File: src/rtl/k007452_pkg.sv
`default_nettype none
// ============================================================================
// k007452_pkg : register map, FSM state encoding and STATUS bit positions
//               shared by the 007452 DMP multiply/divide sequencer
// Rev 1.0
// ============================================================================
package k007452_pkg;

  // write offsets
  localparam logic [2:0] DMP_MA   = 3'd0;
  localparam logic [2:0] DMP_MB   = 3'd1;
  localparam logic [2:0] DMP_DVDL = 3'd2;
  localparam logic [2:0] DMP_DVDH = 3'd3;
  localparam logic [2:0] DMP_DVSL = 3'd4;
  localparam logic [2:0] DMP_DVSH = 3'd5;

  // read offsets
  localparam logic [2:0] DMP_RD_RES0L  = 3'd0;
  localparam logic [2:0] DMP_RD_RES0H  = 3'd1;
  localparam logic [2:0] DMP_RD_RES1L  = 3'd2;
  localparam logic [2:0] DMP_RD_RES1H  = 3'd3;
  localparam logic [2:0] DMP_RD_STATUS = 3'd4;

  localparam int STAT_BUSY   = 7;
  localparam int STAT_DIV0   = 6;
  localparam int STAT_LASTOP = 5;

  localparam logic OP_MUL = 1'b0;
  localparam logic OP_DIV = 1'b1;

  typedef enum logic [1:0] {
    IDLE = 2'd0,
    MUL  = 2'd1,
    DIV  = 2'd2,
    FIN  = 2'd3
  } dmp_state_e;

endpackage
`default_nettype wire

File: src/rtl/k007452_muldiv_core.sv
`default_nettype none
// ============================================================================
// k007452_muldiv_core : working registers and single-step shift-add multiply /
//                       restoring divide datapath
// Rev 1.0
// ============================================================================
module k007452_muldiv_core
  import k007452_pkg::*;
#(
  parameter int MUL_W = 8,
  parameter int DIV_W = 16
) (
  input  logic                 clk,
  input  logic                 rst_n,
  input  logic                 load,
  input  logic                 op,
  input  logic                 step,
  input  logic [MUL_W-1:0]     mcand_in,
  input  logic [MUL_W-1:0]     mplr_in,
  input  logic [DIV_W-1:0]     dvd_in,
  input  logic [DIV_W-1:0]     dvs_in,
  output logic [2*MUL_W-1:0]   prod,
  output logic [DIV_W-1:0]     quot,
  output logic [DIV_W-1:0]     rem
);

  // acc holds {partial product high half, remaining multiplier bits}
  logic [2*MUL_W-1:0] acc_q, acc_d;
  logic [MUL_W-1:0]   mcand_q, mcand_d;
  // dvd shifts out dividend bits at the top and collects quotient bits at the bottom
  logic [DIV_W-1:0]   dvd_q, dvd_d;
  logic [DIV_W-1:0]   dvs_q, dvs_d;
  logic [DIV_W-1:0]   rem_q, rem_d;

  logic [MUL_W:0]     mul_sum;
  logic [DIV_W-1:0]   rem_sh;
  logic [DIV_W-1:0]   rem_sub;
  logic               rem_ge;

  always_comb begin
    acc_d   = acc_q;
    mcand_d = mcand_q;
    dvd_d   = dvd_q;
    dvs_d   = dvs_q;
    rem_d   = rem_q;

    mul_sum = {1'b0, acc_q[2*MUL_W-1:MUL_W]} + (acc_q[0] ? {1'b0, mcand_q} : '0);

    // rem_q[DIV_W-1] is the bit shifted out; when set the shifted value exceeds any divisor
    rem_sh  = {rem_q[DIV_W-2:0], dvd_q[DIV_W-1]};
    rem_ge  = rem_q[DIV_W-1] | (rem_sh >= dvs_q);
    rem_sub = rem_sh - dvs_q;

    if (load) begin
      acc_d   = {{MUL_W{1'b0}}, mplr_in};
      mcand_d = mcand_in;
      dvd_d   = dvd_in;
      dvs_d   = dvs_in;
      rem_d   = '0;
    end else if (step) begin
      if (op == OP_MUL) begin
        acc_d = {mul_sum, acc_q[MUL_W-1:1]};
      end else begin
        dvd_d = {dvd_q[DIV_W-2:0], rem_ge};
        rem_d = rem_ge ? rem_sub : rem_sh;
      end
    end
  end

  always_ff @(posedge clk) begin
    if (!rst_n) begin
      acc_q   <= '0;
      mcand_q <= '0;
      dvd_q   <= '0;
      dvs_q   <= '0;
      rem_q   <= '0;
    end else begin
      acc_q   <= acc_d;
      mcand_q <= mcand_d;
      dvd_q   <= dvd_d;
      dvs_q   <= dvs_d;
      rem_q   <= rem_d;
    end
  end

  assign prod = acc_q;
  assign quot = dvd_q;
  assign rem  = rem_q;

endmodule
`default_nettype wire

File: src/rtl/k007452_muldiv_seq.sv
`default_nettype none
// ============================================================================
// k007452_muldiv_seq : CPU register front-end and step sequencer for the
//                      007452 DMP multiply/divide datapath
// Rev 1.0
// ============================================================================
module k007452_muldiv_seq
  import k007452_pkg::*;
#(
  parameter int MUL_W    = 8,
  parameter int DIV_W    = 16,
  parameter int PRESCALE = 4
) (
  input  logic       CLK,
  input  logic       RES,
  input  logic       CS,
  input  logic       WR,
  input  logic       RD,
  input  logic [2:0] AB,
  input  logic [7:0] DB_IN,
  output logic [7:0] DB_OUT,
  output logic       DB_OE,
  output logic       BUSY,
  output logic       DONE
);

  localparam int PRE_W = (PRESCALE > 1) ? $clog2(PRESCALE) : 1;
  localparam int CNT_W = $clog2(DIV_W + 1);
  localparam logic [PRE_W-1:0] PRE_LAST = PRE_W'(PRESCALE - 1);
  localparam logic [CNT_W-1:0] MUL_LAST = CNT_W'(MUL_W - 1);
  localparam logic [CNT_W-1:0] DIV_LAST = CNT_W'(DIV_W - 1);

  dmp_state_e        state_q, state_d;
  logic              wr_prev_q, wr_prev_d;
  logic [MUL_W-1:0]  ma_q, ma_d, mb_q, mb_d;
  logic [DIV_W-1:0]  dvd_q, dvd_d, dvs_q, dvs_d;
  logic [PRE_W-1:0]  pre_q, pre_d;
  logic [CNT_W-1:0]  cnt_q, cnt_d;
  logic [DIV_W-1:0]  res0_q, res0_d, res1_q, res1_d;
  logic              busy_q, busy_d;
  logic              done_q, done_d;
  logic              div0_q, div0_d;
  logic              lastop_q, lastop_d;

  logic              wr_now, wr_rise;
  logic              start, start_op;
  logic              core_load, core_step, core_op;
  logic [2*MUL_W-1:0] prod;
  logic [DIV_W-1:0]  quot, rem;
  logic [7:0]        status, rd_data;

  always_comb begin
    wr_now    = CS & WR;
    wr_rise   = wr_now & ~wr_prev_q;
    wr_prev_d = wr_now;

    state_d   = state_q;
    ma_d      = ma_q;
    mb_d      = mb_q;
    dvd_d     = dvd_q;
    dvs_d     = dvs_q;
    pre_d     = pre_q;
    cnt_d     = cnt_q;
    res0_d    = res0_q;
    res1_d    = res1_q;
    done_d    = 1'b0;
    div0_d    = div0_q;
    lastop_d  = lastop_q;
    core_load = 1'b0;
    core_step = 1'b0;
    start     = 1'b0;
    start_op  = OP_MUL;

    if (wr_rise) begin
      case (AB)
        DMP_MA:   ma_d = DB_IN[MUL_W-1:0];
        DMP_MB: begin
          mb_d     = DB_IN[MUL_W-1:0];
          start    = 1'b1;
          start_op = OP_MUL;
        end
        DMP_DVDL: dvd_d = {dvd_q[DIV_W-1:8], DB_IN};
        DMP_DVDH: dvd_d = {DB_IN, dvd_q[7:0]};
        DMP_DVSL: dvs_d = {dvs_q[DIV_W-1:8], DB_IN};
        DMP_DVSH: begin
          dvs_d    = {DB_IN, dvs_q[7:0]};
          start    = 1'b1;
          start_op = OP_DIV;
        end
        default: ;
      endcase
    end

    // a start always wins over the running op: it reloads the core and suppresses any result write
    if (start) begin
      state_d   = (start_op == OP_DIV) ? DIV : MUL;
      pre_d     = '0;
      cnt_d     = '0;
      core_load = 1'b1;
      lastop_d  = start_op;
      div0_d    = (start_op == OP_DIV) && (dvs_d == '0);
    end else begin
      case (state_q)
        MUL, DIV: begin
          if (pre_q == PRE_LAST) begin
            core_step = 1'b1;
            pre_d     = '0;
            cnt_d     = cnt_q + 1'b1;
            if (cnt_q == ((state_q == DIV) ? DIV_LAST : MUL_LAST))
              state_d = FIN;
          end else begin
            pre_d = pre_q + 1'b1;
          end
        end
        FIN: begin
          state_d = IDLE;
          done_d  = 1'b1;
          if (lastop_q == OP_DIV) begin
            res0_d = quot;
            res1_d = rem;
          end else begin
            res0_d = DIV_W'(prod);
          end
        end
        default: ;
      endcase
    end

    // BUSY lags the state by one edge so it falls together with the result write
    busy_d = (state_q == MUL) || (state_q == DIV) || (start && busy_q);
  end

  always_ff @(posedge CLK) begin
    if (!RES) begin
      state_q   <= IDLE;
      wr_prev_q <= 1'b0;
      ma_q      <= '0;
      mb_q      <= '0;
      dvd_q     <= '0;
      dvs_q     <= '0;
      pre_q     <= '0;
      cnt_q     <= '0;
      res0_q    <= '0;
      res1_q    <= '0;
      busy_q    <= 1'b0;
      done_q    <= 1'b0;
      div0_q    <= 1'b0;
      lastop_q  <= 1'b0;
    end else begin
      state_q   <= state_d;
      wr_prev_q <= wr_prev_d;
      ma_q      <= ma_d;
      mb_q      <= mb_d;
      dvd_q     <= dvd_d;
      dvs_q     <= dvs_d;
      pre_q     <= pre_d;
      cnt_q     <= cnt_d;
      res0_q    <= res0_d;
      res1_q    <= res1_d;
      busy_q    <= busy_d;
      done_q    <= done_d;
      div0_q    <= div0_d;
      lastop_q  <= lastop_d;
    end
  end

  assign core_op = (state_q == DIV) ? OP_DIV : OP_MUL;

  k007452_muldiv_core #(
    .MUL_W (MUL_W),
    .DIV_W (DIV_W)
  ) u_core (
    .clk      (CLK),
    .rst_n    (RES),
    .load     (core_load),
    .op       (core_op),
    .step     (core_step),
    .mcand_in (ma_d),
    .mplr_in  (mb_d),
    .dvd_in   (dvd_d),
    .dvs_in   (dvs_d),
    .prod     (prod),
    .quot     (quot),
    .rem      (rem)
  );

  always_comb begin
    status              = 8'h00;
    status[STAT_BUSY]   = busy_q;
    status[STAT_DIV0]   = div0_q;
    status[STAT_LASTOP] = lastop_q;
  end

  always_comb begin
    rd_data = 8'h00;
    case (AB)
      DMP_RD_RES0L:  rd_data = res0_q[7:0];
      DMP_RD_RES0H:  rd_data = res0_q[15:8];
      DMP_RD_RES1L:  rd_data = res1_q[7:0];
      DMP_RD_RES1H:  rd_data = res1_q[15:8];
      DMP_RD_STATUS: rd_data = status;
      default: ;
    endcase
  end

  assign DB_OE  = CS & RD;
  assign DB_OUT = DB_OE ? rd_data : 8'h00;
  assign BUSY   = busy_q;
  assign DONE   = done_q;

endmodule
`default_nettype wire

File: config.mk
export PLATFORM = sky130hd
export DESIGN_NAME = k007452_muldiv_seq
export DESIGN_NICKNAME = d
export VERILOG_FILES = /design/src/rtl/k007452_pkg.sv /design/src/rtl/k007452_muldiv_core.sv /design/src/rtl/k007452_muldiv_seq.sv
export SDC_FILE = /design/constraint.sdc
export NUM_CORES = 1
export LEC_CHECK = 0
export ABC_AREA = 1
export CORE_ASPECT_RATIO = 1.2
export CORE_UTILIZATION = 28
export DETAILED_ROUTE_END_ITERATION = 8
export DONT_BUFFER_PORTS = 1
export SLEW_MARGIN = 20
export SYNTH_ARGS = -nofsm -noshare
export SYNTH_HDL_FRONTEND = slang
export SYNTH_HIERARCHICAL = 1
export SYNTH_SLANG_ARGS = --single-unit
File: constraint.sdc
create_clock -name CLK -period 3 [get_ports CLK]
set_input_delay 0.75 -clock CLK [delete_from_list [all_inputs] [get_ports CLK]]
set_output_delay 0.75 -clock CLK [all_outputs]
set_load 0.05 [all_outputs]
==> flow_metrics.tcl, run 1 <==
set metrics [dict create \
    status "completed" \
    syn2layout_area_growth_pct 13.2 \
    r2r_setup_slack_ns 0.54 \
    detail_route.wl_per_cell_um 14.8 \
    grt_overflow 0 \
    cts_resized 0 \
    ir_drop_uv 378 \
    relSlewSlack_pct 53.4 \
    first_global_vias 7354 \
    cts_buffers 17 \
    rsz0062_at_grt "no" \
    synthesis.instances 1265 \
    pwr-share-comb_pct 8.7 \
    die_h_um 194 \
    cts.htree.levels 4 \
    finish.net_count 1309 \
    place.gp.congestion 0.900 \
    crit_family "simple AND/OR/NAND/NOR gates" \
    synthTopCellsByArea "dfxtp_1 (39%), nand2_1 (18%), a21oi_1 (6.5%)" \
    post-cts-setup-buffer-count 0 \
    grt.total_usage_pct 16.1 \
    maxSlewViolCount 0 \
    crit_type "primary input to output pin" \
    cts_tree "built" \
    row_count 69 \
    cts_hold_buf 0 \
    core_um2 29900 \
    seqCellArea_um2 3320 \
    synth_async_sr_flop_share_pct 0 \
    internal-power_mw 3.63 \
    power.density_nw_per_um2 505 \
    worstHoldStart "u_core/dvs_q[15]" \
    crit_chain "inv_2 -> nor2_2 -> nand2_1 -> inv_1 -> nand2_1 -> a41oi_2 -> buf_12" \
    ys_seq_area_share_pct 38.8 \
    critPathLaunchType "primary input" \
    drive_above_1_share_pct 8.47 \
    synth-edff-count 0 \
    clockBufferDepth 2 \
    maxCapViolations 0 \
    die-area_um2 31300 \
    fin_worst_skew_ns 0.0151 \
    reg2reg_depth 11 \
    first_pass_iters 5 \
    netlist.area_leader.share_pct 38.8 \
    synth_most_common_cell "nand2_1" \
    drtIter0Drc 477 \
    finalSetupViolations 0 \
    dp_hpwl_um 18600 \
    worst_path_most_repeated_cell "nand2_1" \
    syn_area_um2 8570 \
    ys.flop_type "dfxtp_1" \
    hp-class "flop to flop" \
    seq_power_share_pct 45.6 \
    synthDistinctLibCells 40 \
    synth_common_cells "nand2_1 (408), dfxtp_1 (166), inv_1 (149)" \
    root_buffer "clkbuf_16" \
    finish.utilization_pct 32.5 \
    yosys_warnings 6 \
    setup_tns_ns 0 \
    min_to "u_core/dvs_q[15]" \
    crit_path_max_incr_delay_ns 0.28 \
    final.period_utilization_pct 89.6 \
    portBuffers 0 \
    die_width_um 162 \
    io_pins 27 \
    via_per_inst 4.73 \
    cp.arrival_ns 1.94 \
    clkTransAtPathRegs_ns 0.06 \
    required_ns 2.25 \
    antenna_found_initial 2 \
    rr_startpoint "state_q[0]" \
    crit_path_top_delay_cell "a41oi_2" \
    hold_path_depth 2 \
    vias 7878 \
    worstReg2RegEnd "u_core/prod[12]" \
    grt_pass1_wl_um 39100 \
    grt_max_degree 58 \
    hold_violations 0 \
    syn_nets 1311 \
    worst-path-buf-inv 3 \
    tightest_slew_ns 0.697 \
    finalCriticalPeriod_ns 2.69 \
    p_leak_nw 4.17 \
    p_switching_mw 1.27 \
    p_total_mw 4.90 \
    critPathMaxFanout 7 \
    avgSynthCellArea_um2 6.78 \
    multi_input_area_um2 4440 \
    ys_ff_latch 166 \
    start_util_pct 28.7 \
    fmax_ghz 0.372 \
    endpoint_kind "output pin" \
    swShare_pct 26.0 \
    ant_nets 0 \
    route.detailed.drc 0 \
    clock_sinks 166 \
    n_fill_cell 3291 \
    clockPowerShare_pct 45.6 \
    drt-total-wl_um 24600 \
    synth_area_leader_cell "dfxtp_1" \
    clk_latency_ns 0.43 \
]
## worst register-to-register path: cells and delay by family (launching register included)
family / cells / cell delay (ns)
buffers and inverters: 5 / 0.58
AOI/OAI and AO/OA: 1 / 0.10
DFF: 1 / 0.37
adders and majority gates: 1 / 0.37
and+or+nand+nor: 4 / 0.95
## per-layer routing
layer,routed length [um],part of all wire [%],track usage (%)
met1,10200,42,18.3
met2,12700,52,29.3
met3,808,3.3,2.31
met4,899,3.6,7.23
met5,0,0,0
## cell type report
cell class	count	share of cell area, %
tap	390	5.03
clock inverter	13	1.70
sequential	166	34.2
clock buffer	18	4.52
timing repair buffer	29	2.63
antenna	1	0.0258
multi-input combinational	891	45.8
inverter	158	6.11
## cell usage in the layout, fill, tap and decap left out, types with 7 or more instances in the layout
master | Yosys | final
clkbuf_16 | 0 | 17
nand3b_1 | 9 | 9
nand3_1 | 71 | 71
inv_2 | 7 | 8
buf_4 | 4 | 26
a31oi_1 | 35 | 35
dfxtp_1 | 166 | 166
xnor2_1 | 7 | 7
nand4_1 | 7 | 7
ha_1 | 28 | 28
nor2_2 | 13 | 13
a21oi_1 | 112 | 112
o22ai_1 | 8 | 8
inv_1 | 149 | 148
o21ai_0 | 56 | 56
nor2_1 | 83 | 83
nand2_1 | 408 | 408
## sequential cells by signal, indices dropped and copies added, names as in the netlist
signal,flops
wr_prev_q,1
u_core/prod,16
dvs_q,16
u_core/quot,16
DONE,1
u_core/dvs_q,16
lastop_q,1
cnt_q,5
dvd_q,16
state_q,2
res1_q,16
pre_q,2
mb_q,8
ma_q,8
div0_q,1
u_core/mcand_q,8
res0_q,16
u_core/rem,16
BUSY,1
## metrics by stage
| stage | instance area, um^2 | hold WS (ns) | setup slack (ns) | instances |
|---|---|---|---|---|
| after floorplan | 8600 | 0.425 | 0.0409 | 1265 |
| after global placement | 9100 | 0.452 | 0.388 | 1634 |
| after detailed placement | 9100 | 0.455 | 0.323 | 1634 |
| after CTS | 9710 | 0.456 | 0.329 | 1665 |
| after global routing | 9710 | 0.476 | 0.220 | 1666 |
| final | 9710 | 0.459 | 0.311 | 1666 |
## how the worst max path moves through the flow
stage / from / cells after the start / to
after floorplan: AB[0] / 6 / DB_OUT[0]
after global placement: AB[1] / 7 / DB_OUT[5]
after detailed placement: AB[1] / 7 / DB_OUT[5]
after CTS: AB[1] / 7 / DB_OUT[5]
after global routing: AB[1] / 7 / DB_OUT[2]
final: AB[1] / 7 / DB_OUT[5]
## logic make-up after synthesis
kind of cell    Yosys count  share of synthesized area (%)
simple gates            617                           30.7
compound gates          231                           14.9
buf+inv                 208                           9.70
flops                   166                           38.8
fa+ha+maj                30                           4.55
xor+xnor                 13                           1.33
## power by group through the flow
stage               clock network [mW]  registers [mW]  logic [mW]
floorplan                            0            2.29       0.343
global placement                     0            2.29       0.424
detailed placement                   0            2.29       0.427
CTS                               2.27            2.24       0.429
global route                      2.37            2.24       0.479
finish                            2.24            2.24       0.428
(Power assumes the default switching activity.)
==> run 2: changes to the inputs <==
--- a/config.mk
+++ b/config.mk
@@ -10,8 +10,7 @@
 export CORE_UTILIZATION = 28
 export DETAILED_ROUTE_END_ITERATION = 8
 export DONT_BUFFER_PORTS = 1
-export SLEW_MARGIN = 20
+export SLEW_MARGIN = 10
 export SYNTH_ARGS = -nofsm -noshare
 export SYNTH_HDL_FRONTEND = slang
-export SYNTH_HIERARCHICAL = 1
 export SYNTH_SLANG_ARGS = --single-unit
==> constraint.sdc (replaced) <==
create_clock -name CLK -period 3 [get_ports CLK]
set_input_delay 0.6 -clock CLK [delete_from_list [all_inputs] [get_ports CLK]]
set_output_delay 0.6 -clock CLK [all_outputs]
set_load 0.05 [all_outputs]
==> flow_metrics.tcl, run 2 <==
set metrics [dict create \
    worstHoldStart "RES" \
    final.period_utilization_pct 84.1 \
    status "completed" \
    rr_startpoint "u_core.quot[15]" \
    critPathMaxFanout 11 \
    cts_tree "built" \
    crit_path_max_incr_delay_ns 0.41 \
    netlist.area_leader.share_pct 39.9 \
    root_buffer "clkbuf_16" \
    clock_sinks 166 \
    r2r_setup_slack_ns 0.48 \
    diodes 0 \
    vias 7372 \
    route.detailed.drc 0 \
    power.density_nw_per_um2 508 \
    p_leak_nw 4.00 \
    grt_max_degree 71 \
    hold_path_depth 2 \
    drtIter0Drc 475 \
    worst_path_most_repeated_cell "nand2_1" \
    hp-class "primary input to flop" \
    finish.utilization_pct 32.1 \
    place.gp.congestion 0.873 \
    worst-path-buf-inv 3 \
    synth_area_leader_cell "dfxtp_1" \
    synthDistinctLibCells 47 \
    worstReg2RegEnd "u_core.rem[8]" \
    required_ns 3.37 \
    crit_family "simple AND/OR/NAND/NOR gates" \
    cts_resized 0 \
    clk_latency_ns 0.43 \
    maxSlewViolCount 0 \
    crit_type "flop to flop" \
    syn_nets 1189 \
    clkTransAtPathRegs_ns 0.07 \
    synth_common_cells "nand2_1 (222), dfxtp_1 (166), inv_1 (160)" \
    yosys_warnings 0 \
    cts_buffers 17 \
    die_h_um 191 \
    endpoint_kind "flop" \
    ant_nets 0 \
    relSlewSlack_pct 54.7 \
    synthTopCellsByArea "dfxtp_1 (40%), nand2_1 (10%), inv_1 (7.2%)" \
    fin_worst_skew_ns 0.00997 \
    first_pass_iters 4 \
    drive_above_1_share_pct 9.18 \
    rsz0062_at_grt "no" \
    crit_chain "inv_1 -> ha_1 -> fa_1 -> inv_1 -> nand3_1 -> nand2_1 -> nand2_1 -> nand3_1 -> nand2_1 -> nand2_1 -> inv_1 -> nor2_1 -> nor2_1 -> nor2_1" \
    row_count 68 \
    layout_commonest_cell "nand2_1" \
    syn2layout_area_growth_pct 12.0 \
    dp_hpwl_um 18000 \
    syn_area_um2 8330 \
    ir_drop_uv 507 \
    reg2reg_depth 14 \
    first_global_vias 6989 \
    start_util_pct 28.7 \
    finalSetupViolations 0 \
    finalCriticalPeriod_ns 2.52 \
    detail_route.wl_per_cell_um 15.4 \
    setup_tns_ns 0 \
    min_to "dvs_q[14]" \
    core_um2 29000 \
    n_fill_cell 3091 \
    cts_hold_buf 0 \
    synth_async_sr_flop_share_pct 0 \
    post-cts-setup-buffer-count 0 \
    grt.total_usage_pct 15.9 \
    drt-total-wl_um 23600 \
    ys_seq_area_share_pct 39.9 \
    clockBufferDepth 2 \
    grt_pass1_wl_um 37700 \
    via_per_inst 4.79 \
    synthesis.instances 1143 \
    io_pins 27 \
    portBuffers 0 \
    grt_overflow 0 \
    finish.net_count 1188 \
    die-area_um2 30400 \
    synth_most_common_cell "nand2_1" \
    cp.arrival_ns 2.90 \
    critPathLaunchType "flop" \
    layout_common_cells "nand2_1 (222), dfxtp_1 (166), inv_1 (160)" \
    synth-edff-count 0 \
    maxCapViolations 0 \
    die_width_um 159 \
    avgSynthCellArea_um2 7.29 \
    hold_violations 0 \
    antenna_found_initial 0 \
    crit_path_top_delay_cell "fa_1" \
    ys_ff_latch 166 \
    tightest_slew_ns 0.674 \
    fmax_ghz 0.396 \
    cts.htree.levels 4 \
    ys.flop_type "dfxtp_1" \
]
[run 2: metal layers]
metal	track usage [%]	up-vias	wire (um)
li1	-	3740	-
met1	19.0	3428	10400
met2	27.7	167	11500
met3	3.28	37	1060
met4	6.29	0	722
met5	0	-	0
[run 2: worst max path at each step]
stage          slack, ns  cells after the start            start             to
6_report            0.48                     14  u_core.quot[15]  u_core.rem[8]
5_1_grt             0.22                     14  u_core.quot[15]  u_core.rem[9]
4_1_cts             0.49                     14  u_core.quot[15]  u_core.rem[8]
3_5_place_dp        0.50                     14  u_core.quot[15]  u_core.rem[4]
3_3_place_gp        0.57                      6            AB[1]      DB_OUT[7]
2_1_floorplan       0.37                      6            AB[1]      DB_OUT[5]
[run 2: power breakdown]
part,internal [mW],switching [mW],total [mW]
clock,1.15,0.949,2.10
combinational,0.120,0.273,0.393
sequential,2.23,0.0120,2.24
total,3.50,1.23,4.73
[run 2: worst reg2reg max path, cell delays in order, from the launching register on]
cell	delay, ns
dfxtp_1	0.36
inv_1	0.08
ha_1	0.22
fa_1	0.41
inv_1	0.10
nand3_1	0.07
nand2_1	0.16
nand2_1	0.09
nand3_1	0.07
nand2_1	0.06
nand2_1	0.34
inv_1	0.23
nor2_1	0.14
nor2_1	0.05
nor2_1	0.08
[run 2: cell type report]
cell class	count	area (um^2)	share of cell area (%)
clock buffer	18	429	4.60
clock inverter	14	125	1.34
timing repair buffer	25	188	2.01
sequential	166	3320	35.6
multi-input combinational	765	4150	44.5
tap	385	482	5.17
inverter	167	627	6.72
[run 2: cell families (layout without fill, tap and decap cells)]
family                   Yosys count  in the layout  share of synthesized area, %
AND/OR/NAND/NOR                  452            452                          23.7
AO/OA/AOI/OAI                    268            268                          19.8
buffers and inverters            212            224                          10.3
flip-flops                       166            166                          39.9
adder cells (fa/ha/maj)           30             30                          4.69
XOR/XNOR                          15             15                          1.58
[run 2: stage by stage]
step	hold WS (ns)	std cells	cell area [um^2]	worst slack [ns]	power, mW
2_1_floorplan	0.425	1143	8330	0.369	2.60
3_3_place_gp	0.438	1508	8770	0.572	2.68
3_5_place_dp	0.441	1508	8770	0.501	2.68
4_1_cts	0.314	1540	9320	0.487	4.75
5_1_grt	0.341	1540	9320	0.222	4.91
6_report	0.331	1540	9320	0.478	4.73
==> run 3: changes to the inputs <==
==> constraint.sdc (replaced) <==
create_clock -name CLK -period 2.6 [get_ports CLK]
set_input_delay 0.52 -clock CLK [delete_from_list [all_inputs] [get_ports CLK]]
set_output_delay 0.52 -clock CLK [all_outputs]
set_load 0.05 [all_outputs]
==> flow_metrics.tcl, run 3 (same netlist as run 2, synthesis figures left out) <==
set metrics [dict create \
    status "completed" \
    relSlewSlack_pct 51.7 \
    finalCriticalPeriod_ns 2.33 \
    finalSetupViolations 0 \
    maxSlewViolCount 0 \
    design_area_um2 9380 \
    worstReg2RegEnd "u_core.rem[14]" \
    p_total_mw 5.69 \
    critPathMaxFanout 7 \
    drive_above_1_share_pct 9.10 \
    post-cts-setup-buffer-count 0 \
    crit_type "flop to flop" \
    final.period_utilization_pct 89.5 \
    place.gp.congestion 0.907 \
    crit_path_max_incr_delay_ns 0.41 \
    ant_nets 0 \
    cp.arrival_ns 2.64 \
    clock_sinks 166 \
    tightest_slew_ns 0.724 \
    cts.htree.levels 4 \
    first_global_vias 7056 \
    p_switching_mw 1.42 \
    vias 7327 \
    route.detailed.drc 0 \
    grt_pass1_wl_um 37800 \
    die_h_um 191 \
    syn2layout_area_growth_pct 12.7 \
    clockPowerShare_pct 46.4 \
    die-area_um2 30400 \
    reg2reg_depth 14 \
    grt_overflow 0 \
    hp-class "primary input to flop" \
    cts_tree "built" \
    clk_latency_ns 0.43 \
    fin_worst_skew_ns 0.0102 \
    n_fill_cell 3098 \
    die_width_um 159 \
    io_pins 27 \
    core_um2 29000 \
    wl_met1_um 10400 \
    pwr-share-comb_pct 8.1 \
    critPathLaunchType "flop" \
    worstHoldStart "RES" \
    worst_path_most_repeated_cell "nand2_1" \
    r2r_setup_slack_ns 0.27 \
    dp_hpwl_um 18000 \
    seq_power_share_pct 45.5 \
    fmax_ghz 0.430 \
    power.density_nw_per_um2 606 \
    cts_resized 0 \
    pre_cts_ws_ns 0.294 \
    layout_commonest_cell "nand2_1" \
    root_buffer "clkbuf_16" \
    holdWs_ns 0.234 \
    portBuffers 0 \
    endpoint_kind "flop" \
    via_per_inst 4.76 \
    stdcell_count 1539 \
    finish.utilization_pct 32.3 \
    crit_path_top_delay_cell "fa_1" \
    internal-power_mw 4.27 \
    clockBufferDepth 2 \
    cts_hold_buf 0 \
    cts_buffers 17 \
    hold_path_depth 2 \
    crit_chain "inv_1 -> ha_1 -> fa_1 -> inv_1 -> nand3_1 -> nand2_1 -> nand2_1 -> nand3_1 -> nand2_1 -> nand2_1 -> buf_4 -> nand2_2 -> nand2_1 -> a21oi_1" \
    drtIter0Drc 607 \
    first_pass_iters 5 \
    row_count 68 \
    layout_common_cells "nand2_1 (222), dfxtp_1 (166), inv_1 (160)" \
    antenna_found_initial 0 \
    rsz0062_at_grt "no" \
    dpl_cell_area_um2 8770 \
    clkTransAtPathRegs_ns 0.06 \
    ir_drop_uv 433 \
    setup_ws_ns 0.272 \
    grt.total_usage_pct 16.0 \
    min_to "dvs_q[14]" \
    start_util_pct 28.7 \
    swShare_pct 24.9 \
    detail_route.wl_per_cell_um 15.4 \
    wl_met2_um 11500 \
    diodes 0 \
    hold_violations 0 \
    dp_cells 1508 \
    rr_startpoint "u_core.quot[15]" \
    maxCapViolations 0 \
    dr_wl_met3_um 1010 \
    drt-total-wl_um 23700 \
    p_leak_nw 4.01 \
    grt_max_degree 71 \
    setup_tns_ns 0 \
    finish.net_count 1188 \
    required_ns 2.92 \
    dr.max_layer_used "met4" \
]
run 3: cell types whose count changed in the layout (fill, tap and decap cells not counted), sizes merged:
cell,change
clkinv,-7
bufinv,+2
clkinvlp,+3
clkbuf,+1
run 3: cell type report:
cell class | instances | area [um^2] | share of cell area (%)
well taps | 385 | 482 | 5.13
multi-input cells | 765 | 4150 | 44.2
clock buffers | 19 | 443 | 4.72
flip-flops and latches | 166 | 3320 | 35.4
clock inverters | 12 | 169 | 1.80
repair buffers | 25 | 188 | 2.00
inverters | 167 | 627 | 6.68
run 3: how the worst max path moves through the flow:
stage / startpoint / endpoint / slack [ns] / depth (start not counted)
global route: u_core.quot[15] / u_core.rem[13] / 0.05 / 14
global placement: CS / res1_q[10] / 0.31 / 7
floorplan: AB[1] / DB_OUT[5] / 0.13 / 6
detailed placement: CS / res1_q[10] / 0.29 / 7
finish: u_core.quot[15] / u_core.rem[14] / 0.27 / 14
CTS: u_core.quot[15] / u_core.rem[14] / 0.28 / 14
run 3: power by group through the flow:
stage	clock network, mW	registers (mW)	logic, mW
floorplan	0	2.64	0.354
global placement	0	2.65	0.457
detailed placement	0	2.65	0.459
CTS	2.68	2.59	0.461
global route	2.79	2.59	0.513
finish	2.64	2.59	0.460
run 3: critical path: cells and delay by family, from the launching register on:
kind / cells / cell delay, ns
AND/OR/NAND/NOR: 8 / 0.82
AO/OA/AOI/OAI: 1 / 0.06
adder cells (fa/ha/maj): 2 / 0.64
flip-flops: 1 / 0.35
buffers and inverters: 3 / 0.35
run 3: layer usage:
| metal | vias up | track usage (%) |
|---|---|---|
| met4 | 0 | 7.69 |
| met5 | - | 0 |
| met2 | 149 | 27.2 |
| li1 | 3749 | - |
| met3 | 47 | 3.17 |
| met1 | 3382 | 19.2 |
